--- src/rtl/vram_write_arbiter_pkg.sv ---
// Shared widths, FSM states and payload types for the VRAM write arbiter.
package vram_write_arbiter_pkg;

    localparam int unsigned ROW_W  = 6;
    localparam int unsigned COL_W  = 7;
    localparam int unsigned RGB_W  = 3;
    localparam int unsigned ROWS   = 60;
    localparam int unsigned COLS   = 80;
    localparam int unsigned ADDR_W = ROW_W + COL_W;

    typedef enum logic [1:0] {
        FILL_IDLE = 2'd0,
        FILL_RUN  = 2'd1,
        FILL_DONE = 2'd2
    } fillState_t;

    // One VRAM write-port beat.
    typedef struct packed {
        logic              writeEnable;
        logic [ADDR_W-1:0] address;
        logic [RGB_W-1:0]  data;
    } vramWrite_t;

    // Rectangle bounds kept for the duration of a fill (row0 only seeds the cursor).
    typedef struct packed {
        logic [COL_W-1:0] col0;
        logic [COL_W-1:0] col1;
        logic [ROW_W-1:0] row1;
        logic [RGB_W-1:0] rgb;
    } fillBounds_t;

    // Rectangle must be ordered and lie entirely on screen.
    function automatic logic rectValid(
        input logic [ROW_W-1:0] row0,
        input logic [COL_W-1:0] col0,
        input logic [ROW_W-1:0] row1,
        input logic [COL_W-1:0] col1
    );
        return (row0 <= row1) && (col0 <= col1) &&
               (row1 < ROW_W'(ROWS)) && (col1 < COL_W'(COLS));
    endfunction

endpackage

--- src/rtl/vram_fill_cursor.sv ---
// Raster cursor for the fill engine: loads a start point, steps left-to-right,
// top-to-bottom within the latched bounds, and parks on the last pixel.
module vram_fill_cursor
    import vram_write_arbiter_pkg::*;
(
    input  logic             Clock,
    input  logic             Reset,
    input  logic             load,
    input  logic             advance,
    input  logic [ROW_W-1:0] loadRow,
    input  logic [COL_W-1:0] loadCol,
    input  logic [COL_W-1:0] col0,
    input  logic [COL_W-1:0] col1,
    input  logic [ROW_W-1:0] row1,
    output logic [ROW_W-1:0] row,
    output logic [COL_W-1:0] col,
    output logic             lastPixel_c
);

    assign lastPixel_c = (row == row1) && (col == col1);

    // Cursor register; never steps past (row1, col1) so the row cannot wrap.
    always_ff @(posedge Clock or posedge Reset) begin
        if (Reset) begin
            row <= '0;
            col <= '0;
        end else if (load) begin
            row <= loadRow;
            col <= loadCol;
        end else if (advance && !lastPixel_c) begin
            if (col == col1) begin
                col <= col0;
                row <= row + ROW_W'(1);
            end else begin
                col <= col + COL_W'(1);
            end
        end
    end

endmodule

--- src/rtl/vram_write_arbiter.sv ---
// Owns the VRAM write port: CPU pixel writes take priority over the
// rectangle-fill engine, which holds its cursor while the CPU writes.
module vram_write_arbiter
    import vram_write_arbiter_pkg::*;
(
    input  logic              Clock,
    input  logic              Reset,
    input  logic              iCpuWriteEnable,
    input  logic [ROW_W-1:0]  iCpuRow,
    input  logic [COL_W-1:0]  iCpuCol,
    input  logic [RGB_W-1:0]  iCpuRGB,
    input  logic              iFillStart,
    input  logic [ROW_W-1:0]  iFillRow0,
    input  logic [COL_W-1:0]  iFillCol0,
    input  logic [ROW_W-1:0]  iFillRow1,
    input  logic [COL_W-1:0]  iFillCol1,
    input  logic [RGB_W-1:0]  iFillRGB,
    output logic              oFillBusy,
    output logic              oFillDone,
    output logic              oFillError,
    output logic              oVramWriteEnable,
    output logic [ADDR_W-1:0] oVramWriteAddress,
    output logic [RGB_W-1:0]  oVramDataIn
);

    fillState_t  state, stateNext;
    fillBounds_t bounds;
    vramWrite_t  writeReg, writeNext;
    logic        busyReg, doneReg, errorReg, errorNext;
    logic        boundsLoad, cursorLoad, cursorAdvance;
    logic [ROW_W-1:0] cursorRow;
    logic [COL_W-1:0] cursorCol;
    logic        lastPixel_c;

    vram_fill_cursor u_cursor (
        .Clock       (Clock),
        .Reset       (Reset),
        .load        (cursorLoad),
        .advance     (cursorAdvance),
        .loadRow     (iFillRow0),
        .loadCol     (iFillCol0),
        .col0        (bounds.col0),
        .col1        (bounds.col1),
        .row1        (bounds.row1),
        .row         (cursorRow),
        .col         (cursorCol),
        .lastPixel_c (lastPixel_c)
    );

    // FSM state register; reset aborts any fill in progress.
    always_ff @(posedge Clock or posedge Reset) begin
        if (Reset) state <= FILL_IDLE;
        else       state <= stateNext;
    end

    // Next state, arbitration and next output values.
    always_comb begin
        stateNext     = state;
        writeNext     = '0;
        errorNext     = 1'b0;
        boundsLoad    = 1'b0;
        cursorLoad    = 1'b0;
        cursorAdvance = 1'b0;

        if (iCpuWriteEnable) begin
            writeNext.writeEnable = 1'b1;
            writeNext.address     = {iCpuRow, iCpuCol};
            writeNext.data        = iCpuRGB;
        end

        unique case (state)
            FILL_IDLE: begin
                if (iFillStart) begin
                    if (rectValid(iFillRow0, iFillCol0, iFillRow1, iFillCol1)) begin
                        boundsLoad = 1'b1;
                        cursorLoad = 1'b1;
                        stateNext  = FILL_RUN;
                    end else begin
                        errorNext = 1'b1;
                    end
                end
            end
            FILL_RUN: begin
                if (!iCpuWriteEnable) begin
                    writeNext.writeEnable = 1'b1;
                    writeNext.address     = {cursorRow, cursorCol};
                    writeNext.data        = bounds.rgb;
                    cursorAdvance         = 1'b1;
                    if (lastPixel_c) stateNext = FILL_DONE;
                end
            end
            FILL_DONE: stateNext = FILL_IDLE;
            default:   stateNext = FILL_IDLE;
        endcase
    end

    // Output and rectangle-bound registers.
    always_ff @(posedge Clock or posedge Reset) begin
        if (Reset) begin
            writeReg <= '0;
            busyReg  <= 1'b0;
            doneReg  <= 1'b0;
            errorReg <= 1'b0;
            bounds   <= '0;
        end else begin
            writeReg <= writeNext;
            busyReg  <= (stateNext == FILL_RUN);
            doneReg  <= (state == FILL_DONE);
            errorReg <= errorNext;
            if (boundsLoad) begin
                bounds.col0 <= iFillCol0;
                bounds.col1 <= iFillCol1;
                bounds.row1 <= iFillRow1;
                bounds.rgb  <= iFillRGB;
            end
        end
    end

    assign oFillBusy         = busyReg;
    assign oFillDone         = doneReg;
    assign oFillError        = errorReg;
    assign oVramWriteEnable  = writeReg.writeEnable;
    assign oVramWriteAddress = writeReg.address;
    assign oVramDataIn       = writeReg.data;

endmodule

--- config.mk ---
export PLATFORM = sky130hd
export DESIGN_NAME = vram_write_arbiter
export DESIGN_NICKNAME = d
export VERILOG_FILES = /design/src/rtl/vram_write_arbiter_pkg.sv /design/src/rtl/vram_fill_cursor.sv /design/src/rtl/vram_write_arbiter.sv
export SDC_FILE = /design/constraint.sdc
export NUM_CORES = 1
export LEC_CHECK = 0
export BUFFER_PORTS_ARGS = -buffer_cell sky130_fd_sc_hd__buf_4
export CAP_MARGIN = 30
export CELL_PAD_IN_SITES_DETAIL_PLACEMENT = 2
export CELL_PAD_IN_SITES_GLOBAL_PLACEMENT = 2
export CORE_MARGIN = 2
export CORE_UTILIZATION = 34
export CTS_CLUSTER_SIZE = 40
export DETAILED_ROUTE_END_ITERATION = 8
export GPL_TIMING_DRIVEN = 0
export PLACE_DENSITY = 0.85
export SLEW_MARGIN = 20
export SYNTH_ARGS = -nofsm -noshare
export SYNTH_HDL_FRONTEND = slang
export SYNTH_HIERARCHICAL = 1
export SYNTH_SLANG_ARGS = --single-unit
--- constraint.sdc ---
create_clock -name Clock -period 2.6 [get_ports Clock]
set_input_delay 0.13 -clock Clock [delete_from_list [all_inputs] [get_ports Clock]]
set_output_delay 0.13 -clock Clock [all_outputs]
set_load 0.01 [all_outputs]
## Word level (Yosys, flattened, before mapping)

Cells that the tools add are included.

- Bits in registers: 58
- Bits of input ports: 49
- Output and inout bits: 20

- $add $sub $neg: 2
- Order comparisons: 4
- Eq/ne operators: 5
- Muxes and demuxes: 22
- Reductions and logical operators: 10

Operator list:

| operator | count |
|---|---|
| $mux 17 | 3 |
| $mux 7 | 3 |
| $mux 6 | 3 |
| $mux 1 | 8 |
| $mux 2 | 4 |
| $add 7x1->7 const B | 1 |
| $eq 7x7->1 | 1 |
| $le 7x7->1 | 1 |
| $lt 7x7->1 const B | 1 |
| $add 6x1->6 const B | 1 |
| $eq 6x6->1 | 1 |
| $le 6x6->1 | 1 |
| $lt 6x6->1 const B | 1 |
| $logic_and 1x1->1 | 5 |
| $eq 2x1->1 const B | 2 |
| $pmux 2 s2 | 1 |
| $reduce_bool 2->1 | 2 |
| $eq 2x2->1 const B | 1 |
| $logic_not 2->1 | 1 |
| $reduce_and 2->1 | 1 |
| $logic_not 1->1 | 1 |

## Depth between registers and ports, before layout

Gate-level depths: netlist of the first run.

- Depth after elaboration: 9
- Mapped depth: 12
- Mapped depth without buffers: 10

## Hierarchy

Netlist of the first run, hierarchy kept.

By module, submodules not included:

| module | times used | cells each | area each (µm²) | sequential area each (µm²) |
|---|---|---|---|---|
| vram_write_arbiter | 1 | 188 | 2068.2 | 1126.1 |
| vram_fill_cursor | 1 | 133 | 1147.4 | 325.3 |

## Worst setup path after synthesis of the first run

Ideal clock, no wire load.

- Kind: input to register
- Start: input port iFillCol1[5]
- End: register u_cursor.col[3]
- Arrival time: 2.668 ns
- Slack: -0.193 ns
- Stages on the path: 11
- Cell sequence: inv_1 ha_1 a21o_1 a221o_1 a31o_2 a211oi_4 buf_6 clkbuf_1 clkbuf_1 o31ai_1 mux2_4

- Cells in the longest elaborated chain, start to end: 8

Ends and longest elaborated chain:

| what | RTL line | source |
|---|---|---|
| start, declared | vram_write_arbiter.sv:16 | `input logic [COL_W-1:0] iFillCol1,` |
| $le 7x7->1 | vram_write_arbiter_pkg.sv:39 | `return (row0 <= row1) && (col0 <= col1) &&` |
| $logic_and 1x1->1 (2 in a row) | vram_write_arbiter_pkg.sv:39 |  |
| $logic_and 1x1->1 (*) | vram_write_arbiter_pkg.sv:40 | `(row1 < ROW_W'(ROWS)) && (col1 < COL_W'(COLS));` |
| $mux 1 (*) (3 in a row) | -- |  |
| named net boundsLoad | vram_write_arbiter.sv:30 | `logic boundsLoad, cursorLoad, cursorAdvance;` |
| $mux 7 / $reduce_bool 2->1 (equally long branches) | -- |  |
| end signal, assigned | vram_fill_cursor.sv:29 | `col <= loadCol;` |
| end signal, assigned | vram_fill_cursor.sv:32 | `col <= col0;` |
| end signal, assigned | vram_fill_cursor.sv:35 | `col <= col + COL_W'(1);` |
| end, declared | vram_fill_cursor.sv:16 | `output logic [COL_W-1:0] col,` |

Mark *: on every way through the listed nets, which the timed path passes. The rest lies on a longest branch.
A chain may end at the register's enable or synchronous reset.

## Worst setup path in the final report of the first run

- Start: input port iFillCol0[5]
- End: register u_cursor.row[5]

- Cells in the longest elaborated chain, start to end: 9

Ends and longest elaborated chain:

| what | RTL line | source |
|---|---|---|
| start, declared | vram_write_arbiter.sv:14 | `input logic [COL_W-1:0] iFillCol0,` |
| $le 7x7->1 (*) | vram_write_arbiter_pkg.sv:39 |  |
| $logic_and 1x1->1 (*) (2 in a row) | vram_write_arbiter_pkg.sv:39 |  |
| $logic_and 1x1->1 (*) | vram_write_arbiter_pkg.sv:40 |  |
| $mux 1 (*) (3 in a row) | -- |  |
| named net boundsLoad | vram_write_arbiter.sv:30 |  |
| $reduce_bool 2->1 (no source line) | -- |  |
| $reduce_and 2->1 (no source line) | -- |  |
| end signal, assigned | vram_fill_cursor.sv:28 | `row <= loadRow;` |
| end signal, assigned | vram_fill_cursor.sv:33 | `row <= row + ROW_W'(1);` |
| end, declared | vram_fill_cursor.sv:15 | `output logic [ROW_W-1:0] row,` |

Marks and branches as above.

==> metrics.md, run 1 <==
| Metric | Value |
|---|---|
| Status | `finished clean` |
| Post-synth EDFFs | `0` |
| Max cap viols | `0` |
| Cell type with the largest total area after synthesis | `dfrtp_1` |
| Initial Util | `0.350` |
| RSZ-0062 raised after global routing | `false` |
| Clock latency on the worst-skew pair | `0.34 ns` |
| Antenna violations before repair | `0` |
| Ys flop type | `dfrtp_1` |
| Most frequent cell after synthesis | `dfrtp_1` |
| P&R area growth vs syn | `29.7%` |
| First-pass GRT wire length | `17.2 mm` |
| Synth cell count leaders | `dfrtp_1, nand2_1, o21ai_0` |
| Min Tclk post-route | `2.31 ns` |
| Critical Path RT | `2.80 ns` |
| Switching Fraction | `0.380` |
| Avg Synthesized Cell Area | `10.0 um^2` |
| Die Y-Extent | `101 um` |
| Synth unique cells | `49` |
| Via count | `2752` |
| Min-delay worst type | `primary input to register` |
| Final Hold Viols | `0` |
| IO Pins | `69` |
| Reg-to-reg critical path startpoint | `state[1]$_DFF_PP0_` |
| Synth Instances | `321` |
| Synth Register Bits | `58` |
| CTS tree | `built` |
| CP endpoint kind | `register` |
| Setup violators final | `0` |
| Pwr/cell area | `1050 nW/um^2` |
| Share of layout cells above drive strength 1 | `0.318` |
| FILL cells | `999` |
| Pre-CTS setup slack | `-0.716 ns` |
| Seq/Total Area, Yosys | `0.451` |
| CP startpoint | `iFillCol0[5]` |
| RR Endpoint | `u_cursor/row[4]$_DFFE_PP0P_` |
| Drc violations | `0` |
| Root buf cell | `clkbuf_8` |
| Worst hold margin | `0.0123 ns` |
| CP Class | `primary input to register` |
| Peak supply drop | `0.328 mV` |
| Startpoint types | `primary input` |
| Hold path start | `iCpuRow[5]` |
| Remaining Overflow, GRT | `0` |
| Internal Power | `2.73 mW` |
| DRT Wirelength | `10.4 mm` |
| Seq pwr share | `0.370` |
| Least-Margin Pin Slew | `0.541 ns` |
| Nets | `468` |
| R2r setup slk | `0.30 ns` |
| Async S/R FF share, synth | `1.00` |
| Row cnt | `35` |
| Number of global-route vias before repair | `3209` |
| Rel. slew slack | `0.639` |
| Synth Warn # | `6` |
| Setup tns final | `0 ns` |
| R2R cell count | `6` |
| NetSw | `1.67 mW` |
| H-tree Lvls | `3` |
| Mapped Nets | `385` |
| GRT Overall Usage | `0.222` |
| Setup crit end | `u_cursor/row[5]$_DFFE_PP0P_` |
| Synthesized area | `3220 um^2` |
| Arr. time, crit path | `2.51 ns` |
| DIE WIDTH | `101 um` |
| Max frequency | `433 MHz` |
| Critical path fanouts, max | `17` |
| DIE AREA | `10300 um^2` |
| Post-DRT Antenna Nets | `0` |
| Clock skew | `0.0110 ns` |
| Pin count of the biggest net entering global routing | `33` |
| Synth area leaders | `dfrtp_1, mux2_2, ha_1, nand2_1, o21ai_0` |
| Leak Pwr | `1.95 nW` |
| First drt pass iteration count | `4` |
| Routed length per instance | `20.1 um` |
| Initial drt markers | `45` |
| HPWL Detailed | `7.95 mm` |
| Gate power share | `0.396` |
| Via/cell ratio | `5.29` |
| Worst-path clk slew | `0.06 ns` |
| Hold path depth | `3` |
| Fin worst setup slack | `0.292 ns` |
| Final Max Tran Viols | `0` |
| Clock power share | `0.234` |
| Period utilization | `0.888` |
| Clock tree sinks | `58` |
| Core footprint | `9200 um^2` |
| Clock Path Buffers | `2` |
| Total CTS buffers | `9` |
| Register area | `1450 um^2` |
| GPL Wtd Cong | `0.801` |
| Multi-input gate area | `1590 um^2` |
| Synth top area share | `0.451` |
| Number of diodes | `0` |
| # port buffers | `67` |
==> power groups by stage <==
stage               logic, mW  registers [mW]  clock network, mW
floorplan                1.15            1.54                  0
detailed placement       1.69            1.63                  0
finish                   1.74            1.63               1.03
global route             1.93            1.68               1.09
CTS                      1.75            1.63               1.05
global placement         1.57            1.59                  0
==> cell type report <==
type | instances | area share
Buffer | 15 | 0.0210
Inverter | 23 | 0.0216
Multi-Input combinational cell | 224 | 0.382
Tap cell | 111 | 0.0333
Clock buffer | 9 | 0.0297
Timing Repair Buffer | 73 | 0.137
Clock inverter | 7 | 0.0279
Sequential cell | 58 | 0.348
==> placed cells by master, fill, tap and decap left out, types with 8 or more instances in the layout <==
cell	n
buf_4	71
dfrtp_1	58
nand2_1	44
o21ai_0	23
mux2_2	22
inv_1	21
nor2_1	16
ha_1	15
xnor2_1	10
clkbuf_8	9
a21oi_1	8
nand4_1	8
a31oi_1	8
==> routing by layer <==
metal	wire [um]	vias to the layer above	global-route usage
li1	-	1289	-
met1	4490	1378	0.268
met2	5420	76	0.409
met3	410	9	0.0304
met4	119	0	0.0696
met5	0	-	0
==> per-stage QoR <==
step                cells   util  total power [mW]  area (um^2)
global placement      499  0.420              3.16         3860
finish                520  0.453              4.40         4170
CTS                   521  0.454              4.43         4170
floorplan             321      -              2.69         3220
detailed placement    500  0.422              3.32         3880
global route          520  0.453              4.70         4170
==> worst min path at each step <==
stage                                                  to  slack (ns)
final                     oVramWriteAddress[12]$_DFF_PP0_        0.01
after detailed placement   oVramWriteAddress[4]$_DFF_PP0_        0.13
after CTS                 oVramWriteAddress[10]$_DFF_PP0_       0.001
after floorplan               u_cursor/col[0]$_DFFE_PP0P_       0.007
after global routing      oVramWriteAddress[10]$_DFF_PP0_        0.01
after global placement        u_cursor/row[5]$_DFFE_PP0P_        0.21
==> registers in the layout (all words and copies together) (netlist names) <==
name / count
oVramWriteAddress: 13
u_cursor/col: 7
oVramDataIn: 3
oFillError: 1
state: 2
oFillBusy: 1
oVramWriteEnable: 1
u_cursor/row: 6
oFillDone: 1
bounds: 23
==> repair_timing <==
action                                  4_1_cts  5_1_grt
buffers inserted                              1        0
pin swaps                                     1        0
gates resized for setup                       1        1
endpoints found under the hold margin        29        0
hold buffers                                  4        0
endpoints found under the setup margin       13        6
==> kinds of logic (layout without fill, tap and decap cells) <==
| kind of cell | count (synthesis) | after routing | synth area share |
|---|---|---|---|
| flops | 58 | 58 | 0.451 |
| xor+xnor | 17 | 17 | 0.0486 |
| simple gates | 98 | 98 | 0.149 |
| fa+ha+maj | 15 | 15 | 0.0584 |
| mux | 26 | 26 | 0.0946 |
| compound gates | 68 | 68 | 0.144 |
| buf+inv | 39 | 127 | 0.0545 |
==> critical path, cell delays in order <==
cell        delay, ns
buf_4            0.12
ha_1             0.30
a21o_1           0.18
a221o_1          0.34
a31o_2           0.25
a211oi_4         0.25
buf_6            0.25
clkinvlp_4       0.21
clkbuf_2         0.24
nor2_1           0.18
a31oi_1          0.06
Power figures use the tool's default switching activity.
==> run 2: changes to the inputs <==
--- a/config.mk
+++ b/config.mk
@@ -14,6 +14,7 @@
 export CTS_CLUSTER_SIZE = 40
 export DETAILED_ROUTE_END_ITERATION = 8
 export GPL_TIMING_DRIVEN = 0
+export HOLD_SLACK_MARGIN = 0.12
 export PLACE_DENSITY = 0.85
 export SLEW_MARGIN = 20
 export SYNTH_ARGS = -nofsm -noshare
==> constraint.sdc (replaced) <==
create_clock -name Clock -period 2.6 [get_ports Clock]
set_input_delay 0.13 -clock Clock [delete_from_list [all_inputs] [get_ports Clock]]
set_output_delay 0.13 -clock Clock [all_outputs]
set_load 0.02 [all_outputs]
==> run 2 against run 1 <==
Setup slack got worse by 0.063 ns. Sequential power about the same. Non-clock buffer count rose by 41. Clock-buffer cell count stayed put. Fmax is 2.7% lower. Flip-flop and latch count unchanged. Cell count rose by 7.9%. Largest power group unchanged.
==> metrics.md, run 2 (synthesized netlist as in run 1, its figures left out) <==
| Metric | Value |
|---|---|
| Status | `finished clean` |
| GRT Overall Usage | `0.253` |
| CTS tree | `built` |
| Critical Path RT | `2.80 ns` |
| Min-delay worst type | `primary input to register` |
| Biggest register | `bounds` |
| Gate power share | `0.415` |
| Number of diodes | `0` |
| Nets | `509` |
| Finished Layout Cells | `561` |
| GPL Wtd Cong | `0.801` |
| P&R area growth vs syn | `42.5%` |
| Max frequency | `422 MHz` |
| Setup violators final | `0` |
| Pin count of the biggest net entering global routing | `33` |
| Root buf cell | `clkbuf_8` |
| HPWL Detailed | `7.95 mm` |
| Die Y-Extent | `101 um` |
| First-pass GRT wire length | `19.4 mm` |
| Clock skew | `0.0136 ns` |
| # port buffers | `67` |
| Via count | `2960` |
| Startpoint types | `primary input` |
| Max cap viols | `0` |
| DIE WIDTH | `101 um` |
| CP endpoint kind | `register` |
| Initial drt markers | `85` |
| Rel. slew slack | `0.631` |
| DRT Wirelength | `12.0 mm` |
| Min Tclk post-route | `2.37 ns` |
| Post-DRT Antenna Nets | `0` |
| Fin worst setup slack | `0.229 ns` |
| Arr. time, crit path | `2.57 ns` |
| Number of global-route vias before repair | `3534` |
| Seq pwr share | `0.360` |
| Share of layout cells above drive strength 1 | `0.289` |
| Total CTS buffers | `9` |
| First drt pass iteration count | `4` |
| CP Class | `primary input to register` |
| Max reg flops | `23` |
| Critical path fanouts, max | `17` |
| Peak supply drop | `0.326 mV` |
| IO Pins | `69` |
| Most common cell after layout, fill and taps aside | `buf_4` |
| Final Hold Viols | `0` |
| CP startpoint | `iFillCol1[5]` |
| Via/cell ratio | `5.28` |
| Leak Pwr | `2.12 nW` |
| Core footprint | `9200 um^2` |
| Clock tree sinks | `58` |
| Routed length per instance | `21.4 um` |
| Setup tns final | `0 ns` |
| Internal Power | `2.77 mW` |
| RSZ-0062 raised after global routing | `false` |
| Worst-path clk slew | `0.06 ns` |
| Pre-CTS setup slack | `-0.716 ns` |
| Remaining Overflow, GRT | `0` |
| Placed insts | `500` |
| Final Max Tran Viols | `0` |
| Period utilization | `0.912` |
| Clock latency on the worst-skew pair | `0.34 ns` |
| Least-Margin Pin Slew | `0.553 ns` |
| Initial Util | `0.350` |
| Reg-to-reg critical path startpoint | `state[1]$_DFF_PP0_` |
| H-tree Lvls | `3` |
| Clock Path Buffers | `2` |
| R2r setup slk | `0.29 ns` |
| Clock power share | `0.226` |
| Most frequent cells in the layout | `buf_4, dfrtp_1, dlygate4sd3_1` |
| Drc violations | `0` |
| Row cnt | `35` |
| FILL cells | `972` |
| Pwr/cell area | `999 nW/um^2` |
| NetSw | `1.80 mW` |
| Antenna violations before repair | `0` |
| Switching Fraction | `0.394` |
| Hold path start | `iFillRow0[5]` |
| DIE AREA | `10300 um^2` |
## run 2: changes by cell type in the layout (fill, tap and decap cells not counted)
cell           previous run  this run
dlygate4sd3_1             4        45
## run 2: critical path, stage by stage
cell        delay (ns)
buf_4             0.09
inv_1             0.05
ha_1              0.29
a21o_1            0.19
a221o_1           0.36
a31o_2            0.25
a211oi_4          0.26
buf_6             0.26
clkinvlp_4        0.21
clkbuf_2          0.24
nor2_1            0.18
a31oi_1           0.06
## run 2: layout make-up
cell class	instances	area, um^2	area share
tap	111	139	0.0303
buffer	15	87.6	0.0191
inverter	23	90.1	0.0197
clock inverter	7	116	0.0254
clock buffer	9	124	0.0270
sequential	58	1450	0.317
multi-input combinational	224	1590	0.347
timing repair buffer	114	981	0.214
## run 2: metrics by stage
stage          instance area (um^2)  utilization  power, mW  hold WS [ns]
6_report                       4580        0.498       4.58         0.142
5_1_grt                        4580        0.498       4.88         0.165
4_1_cts                        4580        0.498       4.55         0.131
3_5_place_dp                   3880        0.422       3.39         0.127
3_3_place_gp                   3860        0.420       3.23         0.210
2_1_floorplan                  3220            -       2.76       0.00696
## run 2: routing by layer
metal / GRT usage / vias to the layer above / share of wire / wire length, um
li1: - / 1373 / - / -
met1: 0.292 / 1510 / 0.41 / 4930
met2: 0.484 / 67 / 0.55 / 6600
met3: 0.0290 / 10 / 0.027 / 326
met4: 0.0769 / 0 / 0.011 / 130
met5: 0 / - / 0 / 0
## run 2: path summary, 6_finish.rpt
path                                                  end  cells after the start
setup / recovery              u_cursor/row[5]$_DFFE_PP0P_                     12
hold / removal                u_cursor/row[5]$_DFFE_PP0P_                      3
setup reg to reg              u_cursor/row[4]$_DFFE_PP0P_                      6
hold reg to reg                    bounds[19]$_DFFE_PP0P_                      1
max in group asynchronous           bounds[2]$_DFFE_PP0P_                      4
min in group asynchronous  oVramWriteAddress[0]$_DFF_PP0_                      3
## run 2: power by group through the flow
stage          Clock (mW)  Sequential (mW)  Combinational, mW
2_1_floorplan           0             1.61               1.15
3_3_place_gp            0             1.59               1.64
4_1_cts              1.05             1.63               1.87
5_1_grt              1.09             1.70               2.09
6_report             1.03             1.65               1.90
3_5_place_dp            0             1.63               1.76
## run 2: what timing repair did
action / 4_1_cts / 5_1_grt
gates resized for setup: 1 / 1
setup buffers: 1 / 0
cloned: 0 / 0
hold endpoints to repair: 105 / 0
pin swaps: 1 / 0
endpoints found under the setup margin: 13 / 8
hold buffers: 45 / 0
